===== config.mk =====
export PLATFORM = sky130hd
export DESIGN_NAME = seq_detector_param_flat
export DESIGN_NICKNAME = d
export VERILOG_FILES = /design/src/rtl/seq_det_pkg.sv /design/src/rtl/seq_det_if.sv /design/src/rtl/seq_det_sat_counter.sv /design/src/rtl/seq_detector_param.sv /design/src/flat_wrapper.sv
export SDC_FILE = /design/constraint.sdc
export NUM_CORES = 1
export LEC_CHECK = 0
export ABC_CLOCK_PERIOD_IN_PS = 1420
export BUFFER_PORTS_ARGS = -buffer_cell sky130_fd_sc_hd__buf_2
export CELL_PAD_IN_SITES_DETAIL_PLACEMENT = 1
export CELL_PAD_IN_SITES_GLOBAL_PLACEMENT = 2
export CORE_UTILIZATION = 26
export CTS_CLUSTER_SIZE = 28
export DETAILED_ROUTE_END_ITERATION = 10
export GPL_ROUTABILITY_DRIVEN = 0
export PLACE_DENSITY_LB_ADDON = 0.1
export SLEW_MARGIN = 40
export SYNTH_ARGS = -nofsm -noshare
export SYNTH_HDL_FRONTEND = slang
export SYNTH_SLANG_ARGS = --single-unit

===== constraint.sdc =====
create_clock -name clk -period 1.42 [get_ports clk]
set_input_delay 0.142 -clock clk [delete_from_list [all_inputs] [get_ports clk]]
set_output_delay 0.142 -clock clk [all_outputs]
set_load 0.005 [all_outputs]

===== src/rtl/seq_det_pkg.sv =====
// seq_det_pkg: shared types, constants and helpers for seq_detector_param.
// Revision 1.0
`default_nettype none

package seq_det_pkg;

  typedef enum logic {
    MODE_NONOVL = 1'b0,
    MODE_OVL    = 1'b1
  } ovl_mode_e;

  localparam int DEF_PAT_LEN = 4;

  function automatic int fill_w(input int pat_len);
    return $clog2(pat_len);
  endfunction

  localparam int FILL_W = fill_w(DEF_PAT_LEN);

  // Increment that sticks at the all-ones value of a width-bit counter.
  function automatic logic [31:0] sat_inc(input logic [31:0] value, input int width);
    logic [31:0] max_val;
    max_val = (width >= 32) ? 32'hFFFF_FFFF : ((32'd1 << width) - 32'd1);
    return (value >= max_val) ? max_val : value + 32'd1;
  endfunction

endpackage

`default_nettype wire


===== src/rtl/seq_det_if.sv =====
// seq_det_if: configuration, serial input and match outputs of seq_detector_param.
// Revision 1.0
`default_nettype none

interface seq_det_if #(
  parameter int PAT_LEN = 4,
  parameter int CNT_W   = 8
);
  logic               cfg_load;
  logic [PAT_LEN-1:0] cfg_pattern;
  logic               cfg_overlap;
  logic               in_valid;
  logic               in;
  logic               out;
  logic [CNT_W-1:0]   match_cnt;

  modport master (
    output cfg_load, cfg_pattern, cfg_overlap, in_valid, in,
    input  out, match_cnt
  );

  modport slave (
    input  cfg_load, cfg_pattern, cfg_overlap, in_valid, in,
    output out, match_cnt
  );
endinterface

`default_nettype wire


===== src/rtl/seq_det_sat_counter.sv =====
// seq_det_sat_counter: WIDTH-bit counter that saturates at all-ones.
// Revision 1.0
`default_nettype none

module seq_det_sat_counter
  import seq_det_pkg::*;
#(
  parameter int WIDTH = 8
) (
  input  logic             clk,
  input  logic             rst,
  input  logic             inc,
  output logic [WIDTH-1:0] count
);
  logic [WIDTH-1:0] count_next;

  assign count_next = WIDTH'(sat_inc(32'(count), WIDTH));

  always_ff @(posedge clk or negedge rst) begin
    if (!rst) begin
      count <= '0;
    end else if (inc) begin
      count <= count_next;
    end
  end
endmodule

`default_nettype wire


===== src/rtl/seq_detector_param.sv =====
// seq_detector_param: Mealy serial-pattern detector, run-time pattern and overlap mode.
// Match counter built only when SEQ_DET_MATCH_COUNT_EN is defined. Revision 1.0
`default_nettype none

module seq_detector_param
  import seq_det_pkg::*;
#(
  parameter int PAT_LEN = 4,
  parameter int CNT_W   = 8
) (
  input  logic     clk,
  input  logic     rst,
  seq_det_if.slave bus
);
  localparam int               FILL_BITS = fill_w(PAT_LEN);
  localparam logic [FILL_BITS-1:0] FILL_MAX = FILL_BITS'(PAT_LEN - 1);

  logic [PAT_LEN-1:0]   pat_q;
  ovl_mode_e            ovl_q;
  logic [PAT_LEN-2:0]   hist;
  logic [PAT_LEN-2:0]   hist_shift;
  logic [FILL_BITS-1:0] fill;
  logic                 armed;
  logic                 hit;

  generate
    if (PAT_LEN > 2) begin : g_hist_wide
      assign hist_shift = {hist[PAT_LEN-3:0], bus.in};
    end else begin : g_hist_bit
      assign hist_shift = bus.in;
    end
  endgenerate

  assign armed = (fill == FILL_MAX);
  // Gated by rst so the pulse drops the instant reset asserts.
  assign hit   = rst & bus.in_valid & ~bus.cfg_load & armed & ({hist, bus.in} == pat_q);
  assign bus.out = hit;

  always_ff @(posedge clk or negedge rst) begin
    if (!rst) begin
      pat_q <= '0;
      ovl_q <= MODE_NONOVL;
      hist  <= '0;
      fill  <= '0;
    end else if (bus.cfg_load) begin
      pat_q <= bus.cfg_pattern;
      ovl_q <= ovl_mode_e'(bus.cfg_overlap);
      hist  <= '0;
      fill  <= '0;
    end else if (bus.in_valid) begin
      if (hit && ovl_q == MODE_NONOVL) begin
        hist <= '0;
        fill <= '0;
      end else begin
        // Overlap matches keep fill at FILL_MAX so matched bits seed the next one.
        hist <= hist_shift;
        fill <= armed ? fill : fill + FILL_BITS'(1);
      end
    end
  end

`ifdef SEQ_DET_MATCH_COUNT_EN
  seq_det_sat_counter #(
    .WIDTH (CNT_W)
  ) u_match_cnt (
    .clk   (clk),
    .rst   (rst),
    .inc   (hit),
    .count (bus.match_cnt)
  );
`else
  assign bus.match_cnt = '0;
`endif

endmodule

`default_nettype wire


===== src/flat_wrapper.sv =====
// flat-port wrapper written by rule: the top's interface ports become plain ports
module seq_detector_param_flat import seq_det_pkg::*;
#(
  parameter int PAT_LEN = 4,
  parameter int CNT_W   = 8
)
  (clk, rst, bus_cfg_load, bus_cfg_pattern, bus_cfg_overlap, bus_in_valid, bus_in, bus_out, bus_match_cnt);
  seq_det_if #(.PAT_LEN(PAT_LEN), .CNT_W(CNT_W)) bus_i ();
  input  logic clk;
  input  logic rst;
  input wire logic [$bits(bus_i.cfg_load)-1:0] bus_cfg_load;
  input wire logic [$bits(bus_i.cfg_pattern)-1:0] bus_cfg_pattern;
  input wire logic [$bits(bus_i.cfg_overlap)-1:0] bus_cfg_overlap;
  input wire logic [$bits(bus_i.in_valid)-1:0] bus_in_valid;
  input wire logic [$bits(bus_i.in)-1:0] bus_in;
  output wire logic [$bits(bus_i.out)-1:0] bus_out;
  output wire logic [$bits(bus_i.match_cnt)-1:0] bus_match_cnt;
  assign bus_i.cfg_load = bus_cfg_load;
  assign bus_i.cfg_pattern = bus_cfg_pattern;
  assign bus_i.cfg_overlap = bus_cfg_overlap;
  assign bus_i.in_valid = bus_in_valid;
  assign bus_i.in = bus_in;
  assign bus_out = bus_i.out;
  assign bus_match_cnt = bus_i.match_cnt;
  seq_detector_param #(.PAT_LEN(PAT_LEN), .CNT_W(CNT_W)) u_core (.clk(clk), .rst(rst), .bus(bus_i));
endmodule

==> results.sh <==
export IMPL_yosysTopAreaCell="dfrtp_1"
export IMPL_ir_drop_v=0.000385
export IMPL_ys_top_cells_by_area="dfrtp_1 44%, buf_4 11%, mux2_2 9.9%"
export IMPL_clock_sinks=10
export IMPL_clk_pin_slew_ns=0.06
export IMPL_status="finished, violations left"
export IMPL_die_height_um=48.7
export IMPL_drive_gt1_frac=0.431
export IMPL_drcViolationCount=0
export IMPL_areaGrowthSynthToFinish_pct=30.5
export IMPL_crit_cells=6
export IMPL_htreeDepth=1
export IMPL_synth_distinct_cells=21
export IMPL_critical_path_required_ns=1.28
export IMPL_synthesis_area_um2=567
export IMPL_critPathBufInv=2
export IMPL_hold_violations=0
export IMPL_ys_flop_type="dfrtp_1"
export IMPL_p_leak_uw=0.000354
export IMPL_end_kind="output port"
export IMPL_clock_skew_ns=0.000922
export IMPL_crit_path_cell_trace="ha_2 > and4b_1 > nand4_4 > buf_6 > nor2_1 > buf_2"
export IMPL_cts_tree="done"
export IMPL_numCtsBuffers=3
export IMPL_ys_ff_latch=10
export IMPL_critPathTopFamily="simple AND/OR/NAND/NOR gates"
export IMPL_crit_path_max_incr_delay_ns=0.36
export IMPL_multi_input_area_um2=294
export IMPL_holdPathStages=2
export IMPL_yosysWarningCount=0
export IMPL_synth_edff_count=0
export IMPL_drtAntennaViolNets=0
export IMPL_nets=85
export IMPL_cp_slowest_cell="dfrtp_1"
export IMPL_grt_pass1_wl_um=2080
export IMPL_row_count=16
export IMPL_hp_class="primary input to flip-flop"
export IMPL_period_minus_slack_ns=1.59
export IMPL_track_usage=0.121
export IMPL_antenna_found_initial=0
export IMPL_start_kind="flip-flop"
export IMPL_layout_common_cells="10 x buf_2, 10 x dfrtp_1, 8 x conb_1, 8 x buf_4"
export IMPL_drt_pass1_iter_count=2
export IMPL_nFillCells=244
export IMPL_start_util=0.283
export IMPL_io_buffers=10
export IMPL_fmax_ghz=0.631
export IMPL_stdcell_area_um2=739
export IMPL_dpl_cell_area_um2=672
export IMPL_regArea_um2=250
export IMPL_cts_max_path_buffers=2
export IMPL_violations="setup timing"
export IMPL_setup_viol=6
export IMPL_die_area_mm2=0.00237
export IMPL_syn_inst=51
export IMPL_avgSynthCellArea_um2=11.1
export IMPL_cts_root_buf="clkbuf_4"
export IMPL_critical_path_max_fanout=3
export IMPL_clock_latency_ns=0.26
export IMPL_dp_cells=92
export IMPL_post_drt_wl_per_cell_um=11.1
export IMPL_critical_path_arrival_ns=1.44
export IMPL_pwr_density_cell_mw_per_mm2=857
export IMPL_viasPerCell=4.42
export IMPL_antenna_cells=0
export IMPL_ys_seq_area_frac=0.442
export IMPL_die_x_um=48.7
export IMPL_vias=438
export IMPL_coreArea_mm2=0.00200
export IMPL_post_route_period_util=1.12
export IMPL_synth_top_area_frac=0.442
export IMPL_grt_max_degree=11
export IMPL_synthArstFlopShare=1.00
export IMPL_ios=19
export IMPL_setup_ws_ns=-0.166
export IMPL_timing_worst_setup_path_type="flip-flop to output port"
export IMPL_slew_viol_final=0
export IMPL_overflow=0
export IMPL_first_global_vias=465
export IMPL_drtIter0Drc=7
export IMPL_fin_cells=99
export IMPL_ff2ff_path_depth=5
export IMPL_totalPowerFinal_uw=633
export IMPL_maxCapViolCount=0
export IMPL_drt_total_wl_um=1100
export IMPL_rsz0062_at_grt="true"
-- synthesized netlist by cell type, types with 2 or more instances --
library cell  count
mux2_2            5
xnor2_1           2
a21oi_1           3
inv_1             2
o311ai_0          3
dfrtp_1          10
nand2_1           5
buf_4             8
-- report_power, final --
part	total (µW)	internal [µW]	switching (µW)	leakage, µW
Clock	190	97.8	92.6	0.0000138
Combinational	118	61.8	56.5	0.000214
Sequential	325	307	17.7	0.000126
-- sequential cells by signal, summed over array words and instances (netlist names) --
signal        flops
u_core.fill       2
u_core.hist       3
u_core.ovl_q      1
u_core.pat_q      4
-- layout make-up --
class | instances | area share
multi-input cells | 37 | 0.398
flip-flops and latches | 10 | 0.338
repair buffers | 20 | 0.178
well taps | 27 | 0.0457
clock buffers | 3 | 0.0305
inverters | 2 | 0.0102
-- kinds of logic (layout without fill, tap and decap cells) --
| kind of cell | after synthesis | count (layout) | share of synthesized area |
|---|---|---|---|
| other | 1 | 8 | 0.00662 |
| AO/OA/AOI/OAI | 8 | 8 | 0.108 |
| buffers and inverters | 11 | 25 | 0.126 |
| AND/OR/NAND/NOR | 10 | 10 | 0.104 |
| adder cells (fa/ha/maj) | 1 | 1 | 0.0221 |
| multiplexers | 6 | 6 | 0.117 |
| XOR/XNOR | 4 | 4 | 0.0751 |
| flip-flops | 10 | 10 | 0.442 |
-- layer usage --
layer,share of wire,global-route usage
met2,0.46,0.183
met1,0.47,0.150
met5,0,0
met3,0.052,0.0252
met4,0.024,0.0882
-- per-stage QoR --
stage | setup TNS (ns) | util | setup WS (ns) | hold WS (ns)
after floorplan | -0.0275 | - | -0.0275 | -0.154
after global placement | -0.199 | 0.336 | -0.0623 | 0.105
after detailed placement | -0.229 | 0.336 | -0.0881 | 0.111
after CTS | -0.761 | 0.362 | -0.193 | 0.102
after global routing | -1.04 | 0.369 | -0.244 | 0.114
final | -0.606 | 0.369 | -0.166 | 0.109
-- worst paths after layout --
kind | startpoint | endpoint | slack, ns
setup / recovery | u_core.fill[0] | bus_out | -0.17
hold / removal | bus_cfg_pattern[3] | u_core.pat_q[3] | 0.11
setup reg to reg | u_core.fill[0] | u_core.fill[0] | -0.12
hold reg to reg | u_core.pat_q[3] | u_core.pat_q[3] | 0.53
max in group asynchronous | rst | u_core.pat_q[2] | 0.62
min in group asynchronous | rst | u_core.hist[0] | 0.48
-- what timing repair did --
action | 4_1_cts | 5_1_grt
hold buffers | 1 | 0
setup endpoints to repair | 6 | 6
resized for setup | 3 | 2
pin swaps | 1 | 2
buffers inserted | 1 | 2
hold endpoints to repair | 10 | 0
No activity file was read; power rests on OpenSTA's default activity.
